### src/rtl/noise_layer_sequencer_pkg.sv
// Shared constants, FSM encodings and size-code helpers for the noise layer sequencer.
// Size code s selects a square matrix of side (4 << s); codes 0..SIZE_MAX fit the filler address space.
package noise_layer_sequencer_pkg;

    localparam int SIZE_MAX   = 5;
    localparam int MAX_LAYERS = 6;
    localparam int SIDE_BASE  = 4;

    typedef enum logic [1:0] {
        TOP_IDLE = 2'd0,
        TOP_RUN  = 2'd1,
        TOP_FIN  = 2'd2
    } top_state_t;

    typedef enum logic [1:0] {
        F_IDLE  = 2'd0,
        F_START = 2'd1,
        F_WAIT  = 2'd2
    } fill_state_t;

    function automatic int unsigned size_side(input logic [2:0] code);
        return SIDE_BASE << code;
    endfunction

    function automatic int unsigned size_words(input logic [2:0] code);
        return size_side(code) * size_side(code);
    endfunction

    // A sequence is rejected when the last layer's size code would pass SIZE_MAX.
    function automatic logic cfg_invalid(input logic [2:0] base, input logic [2:0] num);
        logic [3:0] last_plus_one;
        last_plus_one = {1'b0, base} + {1'b0, num};
        return (num > 3'(MAX_LAYERS)) || (last_plus_one > 4'(SIZE_MAX + 1));
    endfunction

endpackage

### src/rtl/noise_layer_sequencer_bank_tracker.sv
// Ping-pong bank occupancy: full flags plus independent write (filler) and read (consumer) pointers.
// A fill completion and a release may land on the same edge; each touches its own bank.
module noise_layer_sequencer_bank_tracker (
    input  logic       clk,
    input  logic       rst_n,
    input  logic       clear,
    input  logic       fill_ack,
    input  logic       release_ack,
    output logic [1:0] full,
    output logic       wr_bank,
    output logic       rd_bank
);

    always_ff @(posedge clk) begin
        if (!rst_n || clear) begin
            full    <= 2'b00;
            wr_bank <= 1'b0;
            rd_bank <= 1'b0;
        end else begin
            // NOTE: non-blocking updates mean both branches index with the pre-edge pointers,
            // so a simultaneous fill and release each hit the correct bank.
            if (fill_ack) begin
                full[wr_bank] <= 1'b1;
                wr_bank       <= ~wr_bank;
            end
            if (release_ack) begin
                full[rd_bank] <= 1'b0;
                rd_bank       <= ~rd_bank;
            end
        end
    end

endmodule

### src/rtl/noise_layer_sequencer.sv
// Schedules per-layer noise fills into two ping-pong banks and presents filled banks to the consumer.
// Optional NOISE_SEQ_WATCHDOG_EN aborts a sequence when a fill never completes.
module noise_layer_sequencer #(
    parameter int DATA_WIDTH  = 16,
    parameter int ADDR_WIDTH  = 14,
    parameter int WDOG_CYCLES = 20000
) (
    input  logic       clk,
    input  logic       rst_n,
    input  logic       cfg_start,
    input  logic [2:0] cfg_num_layers,
    input  logic [2:0] cfg_base_size,
    output logic       busy,
    output logic       done,
    output logic       cfg_err,
    output logic       fill_start,
    output logic [2:0] fill_size,
    output logic       fill_bank,
    input  logic       fill_done,
    output logic       layer_valid,
    output logic       layer_bank,
    output logic [2:0] layer_size,
    output logic [2:0] layer_idx,
    input  logic       layer_release
);
    import noise_layer_sequencer_pkg::*;

    top_state_t  top_state;
    fill_state_t fill_state;

    logic [2:0] base_size;
    logic [2:0] num_layers;
    logic [2:0] fill_idx;
    logic [2:0] rel_idx;

    logic [1:0] full;
    logic       wr_bank;
    logic       rd_bank;

    logic accept;
    logic reject;
    logic fill_ack;
    logic release_ack;
    logic wdog_trip;
    logic tracker_clear;

    assign accept        = (top_state == TOP_IDLE) && cfg_start && !cfg_invalid(cfg_base_size, cfg_num_layers);
    assign reject        = (top_state == TOP_IDLE) && cfg_start &&  cfg_invalid(cfg_base_size, cfg_num_layers);
    assign fill_ack      = (fill_state == F_WAIT) && fill_done;
    assign release_ack   = layer_release && layer_valid;
    assign tracker_clear = accept || wdog_trip;

`ifdef NOISE_SEQ_WATCHDOG_EN
    logic [14:0] wdog_cnt;

    always_ff @(posedge clk) begin
        if (!rst_n || fill_state != F_WAIT || fill_done) begin
            wdog_cnt <= '0;
        end else begin
            wdog_cnt <= wdog_cnt + 15'd1;
        end
    end

    assign wdog_trip = (fill_state == F_WAIT) && !fill_done && (wdog_cnt == 15'(WDOG_CYCLES - 1));
`else
    assign wdog_trip = 1'b0;
`endif

    noise_layer_sequencer_bank_tracker u_tracker (
        .clk         (clk),
        .rst_n       (rst_n),
        .clear       (tracker_clear),
        .fill_ack    (fill_ack),
        .release_ack (release_ack),
        .full        (full),
        .wr_bank     (wr_bank),
        .rd_bank     (rd_bank)
    );

    // Sequence control: accept/reject config, count releases, emit done.
    always_ff @(posedge clk) begin
        // NOTE: reset is synchronous, so it lives inside the clocked block rather than the sensitivity list.
        if (!rst_n) begin
            top_state  <= TOP_IDLE;
            busy       <= 1'b0;
            done       <= 1'b0;
            cfg_err    <= 1'b0;
            base_size  <= '0;
            num_layers <= '0;
            rel_idx    <= '0;
        end else begin
            done <= 1'b0;
            case (top_state)
                TOP_IDLE: begin
                    if (accept) begin
                        base_size  <= cfg_base_size;
                        num_layers <= cfg_num_layers;
                        rel_idx    <= '0;
                        cfg_err    <= 1'b0;
                        busy       <= 1'b1;
                        if (cfg_num_layers == 3'd0) begin
                            top_state <= TOP_FIN;
                            done      <= 1'b1;
                        end else begin
                            top_state <= TOP_RUN;
                        end
                    end else if (reject) begin
                        cfg_err <= 1'b1;
                    end
                end
                TOP_RUN: begin
                    if (wdog_trip) begin
                        top_state <= TOP_IDLE;
                        busy      <= 1'b0;
                        cfg_err   <= 1'b1;
                    end else begin
                        if (release_ack) begin
                            rel_idx <= rel_idx + 3'd1;
                        end
                        if (rel_idx == num_layers) begin
                            top_state <= TOP_FIN;
                            done      <= 1'b1;
                        end
                    end
                end
                TOP_FIN: begin
                    top_state <= TOP_IDLE;
                    busy      <= 1'b0;
                end
                default: begin
                    top_state <= TOP_IDLE;
                    busy      <= 1'b0;
                end
            endcase
        end
    end

    // Fill scheduling: only launches into a bank whose full flag is clear, which gives back-pressure.
    always_ff @(posedge clk) begin
        if (!rst_n) begin
            fill_state <= F_IDLE;
            fill_start <= 1'b0;
            fill_size  <= '0;
            fill_bank  <= 1'b0;
            fill_idx   <= '0;
        end else begin
            fill_start <= 1'b0;
            if (tracker_clear) begin
                fill_state <= F_IDLE;
                fill_idx   <= '0;
            end else begin
                case (fill_state)
                    F_IDLE: begin
                        if (top_state == TOP_RUN && fill_idx < num_layers && !full[wr_bank]) begin
                            fill_state <= F_START;
                        end
                    end
                    F_START: begin
                        fill_start <= 1'b1;
                        fill_size  <= base_size + fill_idx;
                        fill_bank  <= wr_bank;
                        fill_state <= F_WAIT;
                    end
                    F_WAIT: begin
                        if (fill_done) begin
                            fill_idx   <= fill_idx + 3'd1;
                            fill_state <= F_IDLE;
                        end
                    end
                    default: fill_state <= F_IDLE;
                endcase
            end
        end
    end

    // A release forces one low cycle so the consumer never sees the old bank as still valid.
    always_ff @(posedge clk) begin
        if (!rst_n || tracker_clear || release_ack) begin
            layer_valid <= 1'b0;
        end else begin
            layer_valid <= full[rd_bank];
        end
    end

    assign layer_bank = rd_bank;
    assign layer_idx  = rel_idx;
    assign layer_size = base_size + rel_idx;

endmodule
### config.mk
export PLATFORM = sky130hd
export DESIGN_NAME = noise_layer_sequencer
export DESIGN_NICKNAME = d
export VERILOG_FILES = /design/src/rtl/noise_layer_sequencer_pkg.sv /design/src/rtl/noise_layer_sequencer_bank_tracker.sv /design/src/rtl/noise_layer_sequencer.sv
export SDC_FILE = /design/constraint.sdc
export NUM_CORES = 1
export LEC_CHECK = 0
export ABC_AREA = 1
export CAP_MARGIN = 10
export CORE_MARGIN = 3
export CORE_UTILIZATION = 56
export CTS_CLUSTER_DIAMETER = 100
export CTS_CLUSTER_SIZE = 30
export DETAILED_ROUTE_END_ITERATION = 7
export GPL_TIMING_DRIVEN = 0
export HOLD_SLACK_MARGIN = 0.05
export PLACE_DENSITY = 0.93
export SLEW_MARGIN = 10
export SYNTH_ARGS = -nofsm -noshare
export SYNTH_HDL_FRONTEND = slang
export SYNTH_SLANG_ARGS = --single-unit
export TNS_END_PERCENT = 50
### constraint.sdc
create_clock -name clk -period 4.6 [get_ports clk]
set_clock_uncertainty 0.2 [all_clocks]
set_input_delay 0.92 -clock clk [delete_from_list [all_inputs] [get_ports clk]]
set_output_delay 0.92 -clock clk [all_outputs]
set_load 0.02 [all_outputs]
==> out/metrics.cfg <==
[run_status]
status=finished clean

[synth]
yosys.area.top_type_share=0.378
avgSynthCellArea_sq_um=7.87
netlist_instances=195
ys_seq_area_frac=0.378
ys.flop_type=dfxtp_1
async_reset_ff_frac=0
netlist_area_sq_um=1530
synth.distinct_cells=27
synth.largest_area_cell=dfxtp_1
synth-seq-cells=29
netlist_top_cells_area=dfxtp_1, nand2_1, ha_1
yosys.cell_count.top_type=nand2_1
synth_nets=218
synth_edf_count=0
netlist_top_cells_count=nand2_1, dfxtp_1, inv_1
yosys_warnings=0

[power]
ir_worst_vdd_mv=0.234
p_int_mw=0.364
switching_share=0.298
seqPwrFrac=0.518
p_leak_nw=0.767
combPwrFrac=0.202
p_switching_mw=0.155
power_density_nw_per_um2=277
clkPwrFrac=0.279
p_total_mw=0.519

[setup_path]
r2r-start=fill_idx[0]
cp.arrival_ns=2.31
cp_max_fo=6
path_class=reg2out
cp.required_ns=3.48
crit_start=layer_idx[0]
cp-start-kind=flop
cp-end-kind=primary output

[timing]
rsz0062_at_grt=false
hold_violations=0
drv_slew=0
setup_viol_count_final=0
fin_crit_ns=3.43
setup_tns_ns=0
finalCritPeriodShare=0.745
worst_pin_slew_ns=0.492
fmax_mhz=292
slew_headroom=0.671

[floorplanning]
initial_core_util=0.603
design.die.area_sq_um=3400
die_h_um=58.3
ios=27
core_area_sq_um=2540
die_x_um=58.3
row_count=18

[min_path]
hold_path.class=reg2reg
min-delay-start=fill_size[0]

[global_route]
gr-total-overflow=0
grt_pass1_vias=1317
antenna_found_initial=0
grtUsageTotal=0.210
grt_pass1_wl_um=5550
grt_max_degree=11

[route]
route.detailed.drc=0
num_vias=1352
drt_iter0_drc=53
wl_per_cell_um=12.2
wl_um=3150
via_per_inst=5.24
drt-pass1-iter-count=4
ant_nets=0

[clock_network]
post-cts-setup-buffers=0
htree_levels=2
clkTransAtPathRegs_ns=0.10
cts.sinks=29
cts_root_buf=clkbuf_4
cts_tree=yes
ctsHoldBuffers=0
ctsResizeCount=0
cts_buffers=5
clockBufferDepth=2
clk_latency_ns=0.32

[placement]
numPortBuffers=25
gp_congestion=0.852
dpl.hpwl_um=2450

[final_layout]
final_layout_size_suffix_gt1_frac=0.118
area_delta_synth_final_pct=22.1
fin_nets=250
diodes=0

[run]
drv_cap=0

critical path, stage by stage, from the launching register on:
cell	delay, ns
dfxtp_1	0.45
ha_1	0.19
inv_1	0.05
fa_1	0.37
xnor2_1	0.17
xor2_1	0.15
clkdlybuf4s50_1	0.61
sequential cells by signal (all words and copies together) (netlist names):
signal / flops
base_size: 3
busy: 1
cfg_err: 1
done: 1
fill_bank: 1
fill_idx: 3
fill_size: 3
fill_start: 1
fill_state: 2
layer_idx: 3
layer_valid: 1
num_layers: 3
top_state: 2
u_tracker.full: 2
u_tracker.rd_bank: 1
u_tracker.wr_bank: 1
cell families after synthesis:
logic type | Yosys count | share of synthesized area
AND/OR/NAND/NOR | 90 | 0.277
buffers and inverters | 29 | 0.0816
flip-flops | 29 | 0.378
AO/OA/AOI/OAI | 26 | 0.0987
adder cells (fa/ha/maj) | 12 | 0.113
XOR/XNOR | 9 | 0.0514
cells in the final DEF, fill, tap and decap left out:
| cell | count |
|---|---|
| clkbuf_1 | 1 |
| o21a_1 | 1 |
| xor2_1 | 3 |
| nand3_1 | 10 |
| nor2_1 | 20 |
| fa_1 | 3 |
| a21oi_1 | 12 |
| nand2_1 | 45 |
| inv_2 | 1 |
| dfxtp_1 | 29 |
| a21oi_2 | 5 |
| o21ai_0 | 7 |
| or2_1 | 1 |
| ha_1 | 9 |
| nand3_4 | 1 |
| clkdlybuf4s50_1 | 25 |
| nor3_2 | 2 |
| clkinv_2 | 2 |
| xnor2_1 | 6 |
| nand4_1 | 2 |
| nor2_2 | 3 |
| nand2_2 | 1 |
| nand3b_1 | 1 |
| nor2_4 | 2 |
| inv_1 | 24 |
| buf_6 | 2 |
| nand3_2 | 2 |
| buf_2 | 1 |
| o21ai_1 | 1 |
| clkinv_1 | 1 |
| clkbuf_4 | 5 |
cell type report:
type	count	area, sq um
buffer	3	27.5
clock buffer	6	41.3
clock inverter	2	10.0
fill	183	672
inverter	26	97.6
multi-input combinational	137	828
sequential	29	581
tap	30	37.5
timing repair buffer	25	250
worst paths after layout:
kind | end | cells past startpoint | slack, ns
worst min-delay path | fill_size[0] | 2 | 0.28
worst max register to register | fill_size[2] | 9 | 2.91
worst max-delay path | layer_size[2] | 6 | 1.17
worst min register to register | fill_size[0] | 2 | 0.28
power groups by stage:
stage                     clock (mW)  combinational (mW)  sequential [mW]
after floorplan                    0              0.0640            0.278
after global routing           0.159               0.119            0.271
final                          0.145               0.105            0.269
after global placement             0               0.102            0.275
after CTS                      0.148               0.106            0.269
after detailed placement           0               0.105            0.275
through the flow:
stage	cell area, sq um	utilization	instances	worst slack (ns)	hold slack [ns]
after CTS	1870	0.736	258	1.14	0.275
after floorplan	1530	-	195	1.82	0.268
after detailed placement	1820	0.716	250	1.46	0.262
final	1870	0.736	258	1.17	0.278
after global routing	1870	0.736	258	1.02	0.312
after global placement	1820	0.716	250	1.48	0.257
metal layers:
metal | routed length (um) | GRT usage
met5 | 0 | 0
met4 | 10 | 0.0828
met3 | 158 | 0.0592
met2 | 1520 | 0.344
met1 | 1460 | 0.258
Note: power is estimated with default switching activity, not from simulation.
